File: src/rtl/can_bit_timing.sv
// can_bit_timing: CAN bit timing logic for the Timing Module.
// Divides the clock into time quanta, sequences SYNC/TSEG1/TSEG2, applies
// hard synchronisation and SJW-bounded resynchronisation, and produces the
// sample point and transmit point strobes for the bit stream processor.
//
// Ports:
//   clock, reset_n       system clock, asynchronous active-low reset
//   brp                  prescaler, tq = brp+1 clocks
//   tseg1 / tseg2        segment lengths minus one, in tq
//   sjw                  resync jump width minus one, in tq
//   falling_edge         one-clock recessive-to-dominant edge pulse
//   rx_in                synchronised bus level (1 = recessive)
//   hard_sync_en         bus idle / SOF expected, edges hard-sync
//   tq_tick              strobe in the last clock of every tq
//   sample_point         strobe in the cycle after rx_in is sampled
//   sampled_bit          last sampled bus value
//   tx_point             strobe in the cycle after each SYNC entry
//   seg_state            0 = SYNC, 1 = TSEG1, 2 = TSEG2
module can_bit_timing #(
  parameter int unsigned BRP_W   = 6,
  parameter int unsigned TSEG1_W = 4,
  parameter int unsigned TSEG2_W = 3,
  parameter int unsigned SJW_W   = 2
) (
  input  logic               clock,
  input  logic               reset_n,
  input  logic [BRP_W-1:0]   brp,
  input  logic [TSEG1_W-1:0] tseg1,
  input  logic [TSEG2_W-1:0] tseg2,
  input  logic [SJW_W-1:0]   sjw,
  input  logic               falling_edge,
  input  logic               rx_in,
  input  logic               hard_sync_en,
  output logic               tq_tick,
  output logic               sample_point,
  output logic               sampled_bit,
  output logic               tx_point,
  output logic [1:0]         seg_state
);

  localparam int unsigned SEG_W = (TSEG1_W > TSEG2_W) ? TSEG1_W : TSEG2_W;
  // Room for tseg1+1 plus the maximum lengthening without overflow.
  localparam int unsigned IDX_W = ((SEG_W > SJW_W) ? SEG_W : SJW_W) + 2;

  localparam logic [1:0] ST_SYNC  = 2'd0;
  localparam logic [1:0] ST_TSEG1 = 2'd1;
  localparam logic [1:0] ST_TSEG2 = 2'd2;

  logic [1:0]         state_q, state_d;
  logic [BRP_W-1:0]   presc_q, presc_d;
  logic [IDX_W-1:0]   idx_q, idx_d;
  logic [IDX_W-1:0]   len1_q, len1_d;
  logic [IDX_W-1:0]   len2_q, len2_d;
  logic               edge_lock_q, edge_lock_d;
  logic               sync_first_q, sync_first_d;
  logic               init_q, init_d;
  logic [BRP_W-1:0]   brp_q, brp_d;
  logic [TSEG1_W-1:0] tseg1_q, tseg1_d;
  logic [TSEG2_W-1:0] tseg2_q, tseg2_d;
  logic [SJW_W-1:0]   sjw_q, sjw_d;
  logic               sampled_bit_q, sampled_bit_d;
  logic               sample_point_q, sample_point_d;
  logic               tx_point_q, tx_point_d;

  logic [BRP_W-1:0]   brp_e;
  logic [TSEG1_W-1:0] tseg1_e;
  logic [TSEG2_W-1:0] tseg2_e;
  logic [SJW_W-1:0]   sjw_e;
  logic [IDX_W-1:0]   len1_nom, len2_nom, sjw_full, sjw_eff;
  logic [IDX_W-1:0]   len1_w, len2_w, late_e, late_adj, early_r;
  logic               tick_c, goto_sync;

  // Effective configuration: live inputs in the first SYNC cycle (that is
  // the latch cycle), latched copy for the rest of the bit.
  always_comb begin
    brp_e    = sync_first_q ? brp   : brp_q;
    tseg1_e  = sync_first_q ? tseg1 : tseg1_q;
    tseg2_e  = sync_first_q ? tseg2 : tseg2_q;
    sjw_e    = sync_first_q ? sjw   : sjw_q;
    len1_nom = IDX_W'(tseg1_e) + IDX_W'(1);
    len2_nom = IDX_W'(tseg2_e) + IDX_W'(1);
    sjw_full = IDX_W'(sjw_e) + IDX_W'(1);
    sjw_eff  = (sjw_full < len2_nom) ? sjw_full : len2_nom;
    // >= guards against a prescaler left above a newly latched smaller brp.
    tick_c   = (presc_q >= brp_e);
  end

  // Next-state: resync edge handling first, then the tq-driven advance.
  always_comb begin
    state_d        = state_q;
    presc_d        = tick_c ? '0 : presc_q + BRP_W'(1);
    idx_d          = idx_q;
    len1_d         = len1_q;
    len2_d         = len2_q;
    edge_lock_d    = edge_lock_q;
    sync_first_d   = 1'b0;
    init_d         = 1'b0;
    brp_d          = brp_q;
    tseg1_d        = tseg1_q;
    tseg2_d        = tseg2_q;
    sjw_d          = sjw_q;
    sampled_bit_d  = sampled_bit_q;
    sample_point_d = 1'b0;
    tx_point_d     = 1'b0;
    len1_w         = len1_q;
    len2_w         = len2_q;
    late_e         = '0;
    late_adj       = '0;
    early_r        = '0;
    goto_sync      = 1'b0;

    if (sync_first_q) begin
      brp_d   = brp;
      tseg1_d = tseg1;
      tseg2_d = tseg2;
      sjw_d   = sjw;
      len1_d  = len1_nom;
      len2_d  = len2_nom;
    end

    if (init_q) begin
      // First cycle out of reset acts as the SYNC entry decision.
      presc_d      = '0;
      tx_point_d   = 1'b1;
      sync_first_d = 1'b1;
    end else begin
      if (falling_edge && hard_sync_en) begin
        goto_sync = 1'b1;
      end else if (falling_edge && !edge_lock_q) begin
        edge_lock_d = 1'b1;
        if (state_q == ST_TSEG1) begin
          late_e   = idx_q + IDX_W'(1);
          late_adj = (late_e < sjw_eff) ? late_e : sjw_eff;
          len1_w   = len1_q + late_adj;
          len1_d   = len1_w;
        end else if (state_q == ST_TSEG2) begin
          early_r = len2_q - idx_q;
          if (early_r <= sjw_eff) begin
            goto_sync = 1'b1;
          end else begin
            len2_w = len2_q - sjw_eff;
            len2_d = len2_w;
          end
        end
      end

      if (goto_sync) begin
        // The edge cycle counts as the first clock of the new SYNC tq.
        state_d      = ST_SYNC;
        presc_d      = (brp_e == '0) ? '0 : BRP_W'(1);
        idx_d        = '0;
        tx_point_d   = 1'b1;
        sync_first_d = 1'b1;
        edge_lock_d  = 1'b1;
      end else if (tick_c) begin
        case (state_q)
          ST_SYNC: begin
            state_d = ST_TSEG1;
            idx_d   = '0;
          end
          ST_TSEG1: begin
            if (idx_q == len1_w - IDX_W'(1)) begin
              state_d        = ST_TSEG2;
              idx_d          = '0;
              sampled_bit_d  = rx_in;
              sample_point_d = 1'b1;
              edge_lock_d    = 1'b0;
            end else begin
              idx_d = idx_q + IDX_W'(1);
            end
          end
          ST_TSEG2: begin
            if (idx_q == len2_w - IDX_W'(1)) begin
              state_d      = ST_SYNC;
              idx_d        = '0;
              tx_point_d   = 1'b1;
              sync_first_d = 1'b1;
            end else begin
              idx_d = idx_q + IDX_W'(1);
            end
          end
          default: begin
            state_d = ST_SYNC;
            idx_d   = '0;
          end
        endcase
      end
    end
  end

  // State and output registers.
  always_ff @(posedge clock or negedge reset_n) begin
    if (!reset_n) begin
      state_q        <= ST_SYNC;
      presc_q        <= '0;
      idx_q          <= '0;
      len1_q         <= '0;
      len2_q         <= '0;
      edge_lock_q    <= 1'b0;
      sync_first_q   <= 1'b1;
      init_q         <= 1'b1;
      brp_q          <= '0;
      tseg1_q        <= '0;
      tseg2_q        <= '0;
      sjw_q          <= '0;
      sampled_bit_q  <= 1'b1;
      sample_point_q <= 1'b0;
      tx_point_q     <= 1'b0;
    end else begin
      state_q        <= state_d;
      presc_q        <= presc_d;
      idx_q          <= idx_d;
      len1_q         <= len1_d;
      len2_q         <= len2_d;
      edge_lock_q    <= edge_lock_d;
      sync_first_q   <= sync_first_d;
      init_q         <= init_d;
      brp_q          <= brp_d;
      tseg1_q        <= tseg1_d;
      tseg2_q        <= tseg2_d;
      sjw_q          <= sjw_d;
      sampled_bit_q  <= sampled_bit_d;
      sample_point_q <= sample_point_d;
      tx_point_q     <= tx_point_d;
    end
  end

  // tq_tick is a decode of the live prescaler so it marks the last clock
  // of the tq itself; it is held low through reset and the init cycle.
  assign tq_tick      = tick_c & ~init_q;
  assign sample_point = sample_point_q;
  assign sampled_bit  = sampled_bit_q;
  assign tx_point     = tx_point_q;
  assign seg_state    = state_q;

endmodule

File: config.mk
export PLATFORM = sky130hd
export DESIGN_NAME = can_bit_timing
export DESIGN_NICKNAME = d
export VERILOG_FILES = /design/src/rtl/can_bit_timing.sv
export SDC_FILE = /design/constraint.sdc
export NUM_CORES = 1
export LEC_CHECK = 0
export CORE_ASPECT_RATIO = 1.75
export CORE_UTILIZATION = 40
export DETAILED_ROUTE_END_ITERATION = 8
export GPL_TIMING_DRIVEN = 0
export RECOVER_POWER = 50
export SLEW_MARGIN = 0
export SYNTH_ARGS = -nofsm -noshare
export SYNTH_HDL_FRONTEND = slang
export SYNTH_SLANG_ARGS = --single-unit
File: constraint.sdc
create_clock -name clock -period 6.5 [get_ports clock]
set_input_delay 1.95 -clock clock [delete_from_list [all_inputs] [get_ports clock]]
set_output_delay 1.95 -clock clock [all_outputs]
set_load 0.05 [all_outputs]
# Word-level counts from Yosys, hierarchy flattened
# Index checks and enable logic that the tools add are counted.
# op_classes
add_sub_neg	10
mul	0
n_div	0
order_cmp	4
eq_ne	6
shift	0
n_mux	64
bitwise_logic	3
reduce_logical	9
# ops
op	n
2-to-1 mux 6 bit	31
2-to-1 mux 1 bit	23
adder 6 x 1 -> 6 bit (second input constant)	2
== test 6 bit	2
case mux 6 bit (2 select lines)	1
subtractor 6 x 1 -> 6 bit (second input constant)	2
2-to-1 mux 2 bit	5
2-to-1 mux 4 bit	2
adder 6 bit	1
greater-or-equal comparator 6 bit	1
less-or-equal comparator 6 x 4 -> 1 bit	1
logical NOT 6 bit	1
< comparator 6 x 4 -> 1 bit	1
inequality test 3 x 1 -> 1 bit (second input constant)	2
case mux 2 bit (3 select lines)	1
subtractor 6 x 4 -> 6 bit	1
subtractor 6 bit	1
adder 4 x 1 -> 5 bit (second input constant)	1
AND reduction 5 bit	1
adder 3 x 1 -> 4 bit (second input constant)	1
< comparator 3 x 4 -> 1 bit	1
AND reduction 4 bit	1
adder 2 x 1 -> 3 bit (second input constant)	1
2-to-1 mux 3 bit	1
other kinds (9)	11
# word_totals
reg_bits	47
latchBits	0
mem_bits_rw	0
rom_bits	0
inputBits	20
output_inout_bits	6
elab_cells	111
memories	0

# Longest topological paths before layout
# depth
word_depth	18
ltp_mapped	28
mapped_depth_nobuf	24

# Least setup slack after synthesis
# No wires, ideal clock.
# synth_path
path_kind	input -> register
from	input port sjw[0]
to	register state_q[0] (netlist: seg_state[0])
setup_time_ps	128
t_arrival_ps	7283
path_slack_ps	-910
cell_stages	22
path_cell_list	mux2_2 > ha_1 > ha_1 > a21boi_1 > o21ai_0 > a221oi_1 > mux2i_1 > ha_1 > a21o_1 > a31oi_1 > mux2i_1 > ha_1 > fa_1 > a21o_1 > a2111oi_0 > a2111oi_0 > xor2_1 > nor3_1 > o211ai_1 > a32o_1 > or3_1 > mux2i_1
# synth_between
elab_chain_cells	15
elab_cells_between_ends	34
classes_between	5 x add/sub; 3 x order compare; 4 x eq/ne; 20 x mux; 2 x reduce/logical
# synth_lines
element	line_no	text
start: declaration	30	input logic [SJW_W-1:0] sjw,
2-to-1 mux 2 bit *	--	
adder 2 x 1 -> 3 bit *	82	sjw_full = IDX_W'(sjw_e) + IDX_W'(1);
< comparator 3 x 4 -> 1 bit	83	sjw_eff = (sjw_full < len2_nom) ? sjw_full : len2_nom;
2-to-1 mux 4 bit *	83	
< comparator 6 x 4 -> 1 bit, or another cell as far along	133	late_adj = (late_e < sjw_eff) ? late_e : sjw_eff;
2-to-1 mux 6 bit, on equally long branches	133, 138	
adder 6 bit / 2-to-1 mux 6 bit (equally long branches)	134, 136	
2-to-1 mux 6 bit	131	if (state_q == ST_TSEG1) begin
2-to-1 mux 6 bit	129	end else if (falling_edge && !edge_lock_q) begin
2-to-1 mux 6 bit	127	if (falling_edge && hard_sync_en) begin
2-to-1 mux 6 bit	121	if (init_q) begin
subtractor 6 x 1 -> 6 bit, on equally long branches	162, 173	
== test 6 bit, on equally long branches	162, 173	
inequality test 3 x 1 -> 1 bit (no source line)	--	
AND reduction 4 bit (no source line)	--	
end signal: assignment	210	state_q <= state_d;
end: declaration	49	logic [1:0] state_q, state_d;
# Every way passes the cells marked *; elsewhere a longest branch is shown, timed or not. The select of a mux whose other input is x is not followed.
# A chain may end at the register's enable or synchronous reset.

# Worst setup path after layout
# layout_path
from	input port tseg2[0]
to	register sampled_bit_q (netlist: sampled_bit)
# layout_between
elab_chain_cells	14
elab_cells_between_ends	22
classes_between	3 x add/sub; 3 x order compare; 1 x eq/ne; 13 x mux; 1 x bitwise; 1 x reduce/logical
# layout_lines
element	line_no	text
start: declaration	29	input logic [TSEG2_W-1:0] tseg2,
2-to-1 mux 3 bit *	--	
adder 3 x 1 -> 4 bit *	81	len2_nom = IDX_W'(tseg2_e) + IDX_W'(1);
< comparator 3 x 4 -> 1 bit	83	
2-to-1 mux 4 bit *	83	
< comparator 6 x 4 -> 1 bit	133	
2-to-1 mux 6 bit	133	
adder 6 bit	134	len1_w = len1_q + late_adj;
2-to-1 mux 6 bit	131	
2-to-1 mux 6 bit	129	
2-to-1 mux 6 bit	127	
2-to-1 mux 6 bit	121	
subtractor 6 x 1 -> 6 bit	162	if (idx_q == len1_w - IDX_W'(1)) begin
== test 6 bit	162	
AND reduction 5 bit (no source line) *	--	
end signal: assignment	222	sampled_bit_q <= sampled_bit_d;
end: declaration	61	logic sampled_bit_q, sampled_bit_d;
# Marked as above.

==> results.md <==
* Post-Syn Area per Cell at ~9.2 um^2
* Hold/Removal Path Class: register to register
* Fill count at roughly 820
* Slew @ Worst Pin at roughly 2.1 ns
* Routed Wire Length at roughly 10000 um
* Asr flop ratio synth at 1.00
* DRC Markers at 0
* Maximum VDD drop at around 0.12 mV
* Largest net degree at the start of global routing at 39
* Internal power at 810 uW
* NumNets Final at 540
* Ports at 26
* RSZ-0062 raised after global routing: yes
* Post-Synthesis Cells at between 400 and 500
* Reg clk slew, reported paths at approximately 0.06 ns
* Top delay family on crit path: adder cells
* Post-synthesis register bit count at 46
* Post-synth EDFFs at 0
* Flop pwr share at 0.271
* Worst-skew pair later-pin latency at 0.30 ns
* Core region area at 0.00915 mm^2
* Final Cell Area at around 0.005 mm^2
* Mapped cell area at about 0.0038 mm^2
* Fraction of power spent switching nets at 0.353
* Antenna-violating nets left at 0
* Initial antenna violation count at 0
* Routed len/inst at 16.7 um
* Worst rel slew slack at -0.395
* Final hold vios at 0
* Clk root buf: clkbuf_16
* Post-DP HPWL at 7570 um
* Final Power at between 1000 and 1500 uW
* Clock Power Share at 0.278
* Worst-path fanout max at 4
* P&R area growth vs syn at 29.5%
* CTS tree: built
* CP most frequent cell: buf_4
* Final Max Tran Viols at 39
* Number of port buffers at 25
* Clk sinks at between 40 and 50
* Most used DFF post-synth: dfrtp_1
* Clock Path Buffers at 2
* Most Used Layer, Global Route: met2
* Routing usage on met2 at 0.426
* Fin Clk Skew at between 0.007 and 0.008 ns
* Ant. Diodes at 0
* Critical Path Max Stage Delay at 0.48 ns
* Cell Rows at 46
* Comb power frac at 0.451
* Status: finished, violations left
* Setup crit end kind: register
* Synth Warn # at 0
* Setup Crit Path Kind: primary input to register
* Violated checks: max-capacitance violations, max-slew violations, negative setup slack
* Post-DP Area at 0.00434 mm^2
* Grt ovf at 0
* Leakage at around 0.0022 uW
* Pre-Repair DR Iteration Count at 4
* Final worst slack at -0.420 ns
* Buf/Inv on CP at 7
* Critical path required time at 6.72 ns
* Vias in the first global route at between 3000 and 4000
* H-tree depth at 2
* Total Die Area at ~0.01 mm^2
* Vias post-DR at approximately 3300
* Die Height at around 130 um
* Die Span X at about 76 um
* Period utilisation layout at 1.06
* Via density at 5.46
* First-pass GRT wire length at 16100 um
* Startpoint Class: primary input
* FMAX at roughly 0.14 GHz
* Max-cap viol count at 1
* Worst path arrival time at around 7 ns
* M1 GR Usage at 0.208
* Cell area power density at roughly 260 mW/mm^2
* Net Switching at approximately 440 uW
* Minimum clock period at between 6 and 7 ns
* Non-Filler Instances at 600
* Gr usage total at 0.216
* Effective utilization at floorplan at 0.415
* Sequential share of the synthesized area at 0.304
* RD Place Congestion at 0.816
* Critical path's slowest cell: fa_2
* Final setup vio count at 13
* Worst hold margin at 0.495 ns
* Violation count after the first detailed-route iteration at 124
* CTS Buf Count at 5
* Cells after DPL at roughly 560
* Share of layout cells above drive strength 1 at 0.217
* Synth cell types at 56
* GR Util met3 at 0.0199
layout make-up:
cell class / instances / area, um^2 / area share
Buffer: 12 / 66.3 / 0.0135
Clock buffer: 6 / 139 / 0.0283
Clock inverter: 2 / 60.1 / 0.0122
Inverter: 28 / 108 / 0.0219
Multi-Input combinational cell: 330 / 2750 / 0.561
Sequential cell: 46 / 1150 / 0.235
Tap cell: 120 / 150 / 0.0306
Timing Repair Buffer: 56 / 479 / 0.0976
repair_timing:
action | CTS | global route
hold buffers | 0 | 0
setup endpoints to repair | 25 | 14
buffers inserted | 23 | 8
gates resized for setup | 46 | 11
pin swaps | 22 | 17
path summary, 6_finish.rpt:
check | slack [ns] | startpoint | depth (start not counted) | endpoint
hold reg to reg | 0.49 | tseg1_q[2] | 1 | tseg1_q[2]
setup / recovery | -0.42 | tseg2[0] | 27 | sampled_bit
max in group asynchronous | 2.57 | reset_n | 2 | idx_q[1]
min in group asynchronous | 1.59 | reset_n | 1 | presc_q[2]
setup reg to reg | -0.14 | sync_first_q | 28 | sampled_bit
hold / removal | 0.49 | tseg1_q[2] | 1 | tseg1_q[2]
per-layer routing:
layer / vias to the layer above / part of all wire
met5: - / 0
met3: 30 / 0.017
met4: 0 / 0.049
li1: 1600 / -
met1: 1589 / 0.36
met2: 54 / 0.58
through the flow:
step | TNS, ns | util | setup slack (ns)
after detailed placement | -19.97 | 0.474 | -1.56
after CTS | -4.44 | 0.529 | -0.516
final | -4.16 | 0.537 | -0.420
after global placement | -18.24 | 0.473 | -1.46
after floorplan | -2.38 | - | -0.368
after global routing | -7.15 | 0.537 | -0.680
Yosys cell counts, types with 4 or more instances:
cell	number	area share
dfrtp_1	43	0.28
ha_1	38	0.13
nand2_1	33	0.033
inv_1	28	0.028
o21ai_0	26	0.034
mux2i_1	25	0.066
nor2_1	23	0.023
xnor2_1	22	0.051
a21oi_1	17	0.022
xor2_1	16	0.037
nor3_1	13	0.017
nand3_1	11	0.015
a21o_1	9	0.018
clkbuf_1	9	0.0089
mux2_2	7	0.021
o21ai_1	6	0.0079
nand2b_1	5	0.0082
o21a_1	5	0.0099
o31ai_1	5	0.0099
a31oi_1	4	0.0066
and3_1	4	0.0066
nor2b_1	4	0.0066
power by group through the flow:
stage,sequential (uW),clock [uW],combinational [uW]
5_1_grt,344,362,617
3_5_place_dp,344,0,467
2_1_floorplan,355,0,332
4_1_cts,340,354,541
6_report,340,348,565
3_3_place_gp,343,0,454
cell usage in the layout, fill, tap and decap left out, types with 4 or more instances in the layout:
cell / count
clkdlybuf4s50_1: 19
mux2i_1: 20
a21o_1: 9
mux2_4: 4
xnor2_1: 22
nand2b_1: 5
conb_1: 5
nand2_1: 33
clkbuf_16: 5
nor2b_1: 4
mux2_2: 5
nor2_1: 22
xor2_1: 14
o21a_1: 5
o21ai_0: 24
buf_4: 26
inv_1: 26
o21ai_1: 4
nand3_1: 11
ha_1: 32
clkbuf_1: 8
nor3_1: 13
buf_6: 7
and3_1: 4
a21oi_1: 15
dfrtp_1: 43
state kept, by name, summed over array words and instances (netlist names), 2 cells and up:
name       flops
brp_q          6
sjw_q          2
seg_state      2
len2_q         6
tseg2_q        3
len1_q         6
idx_q          6
tseg1_q        3
presc_q        6
kinds of logic (layout without fill, tap and decap cells):
kind of cell | after synthesis | count (layout) | synth area share
AOI/OAI and AO/OA | 94 | 94 | 0.166
and+or+nand+nor | 118 | 118 | 0.162
muxes | 34 | 34 | 0.0927
DFF | 46 | 46 | 0.304
adders and majority gates | 41 | 41 | 0.141
xor gates and xnor gates | 38 | 38 | 0.0877
buffers and inverters | 41 | 104 | 0.0445
other | 2 | 5 | 0.00198
(Power assumes the default switching activity.)
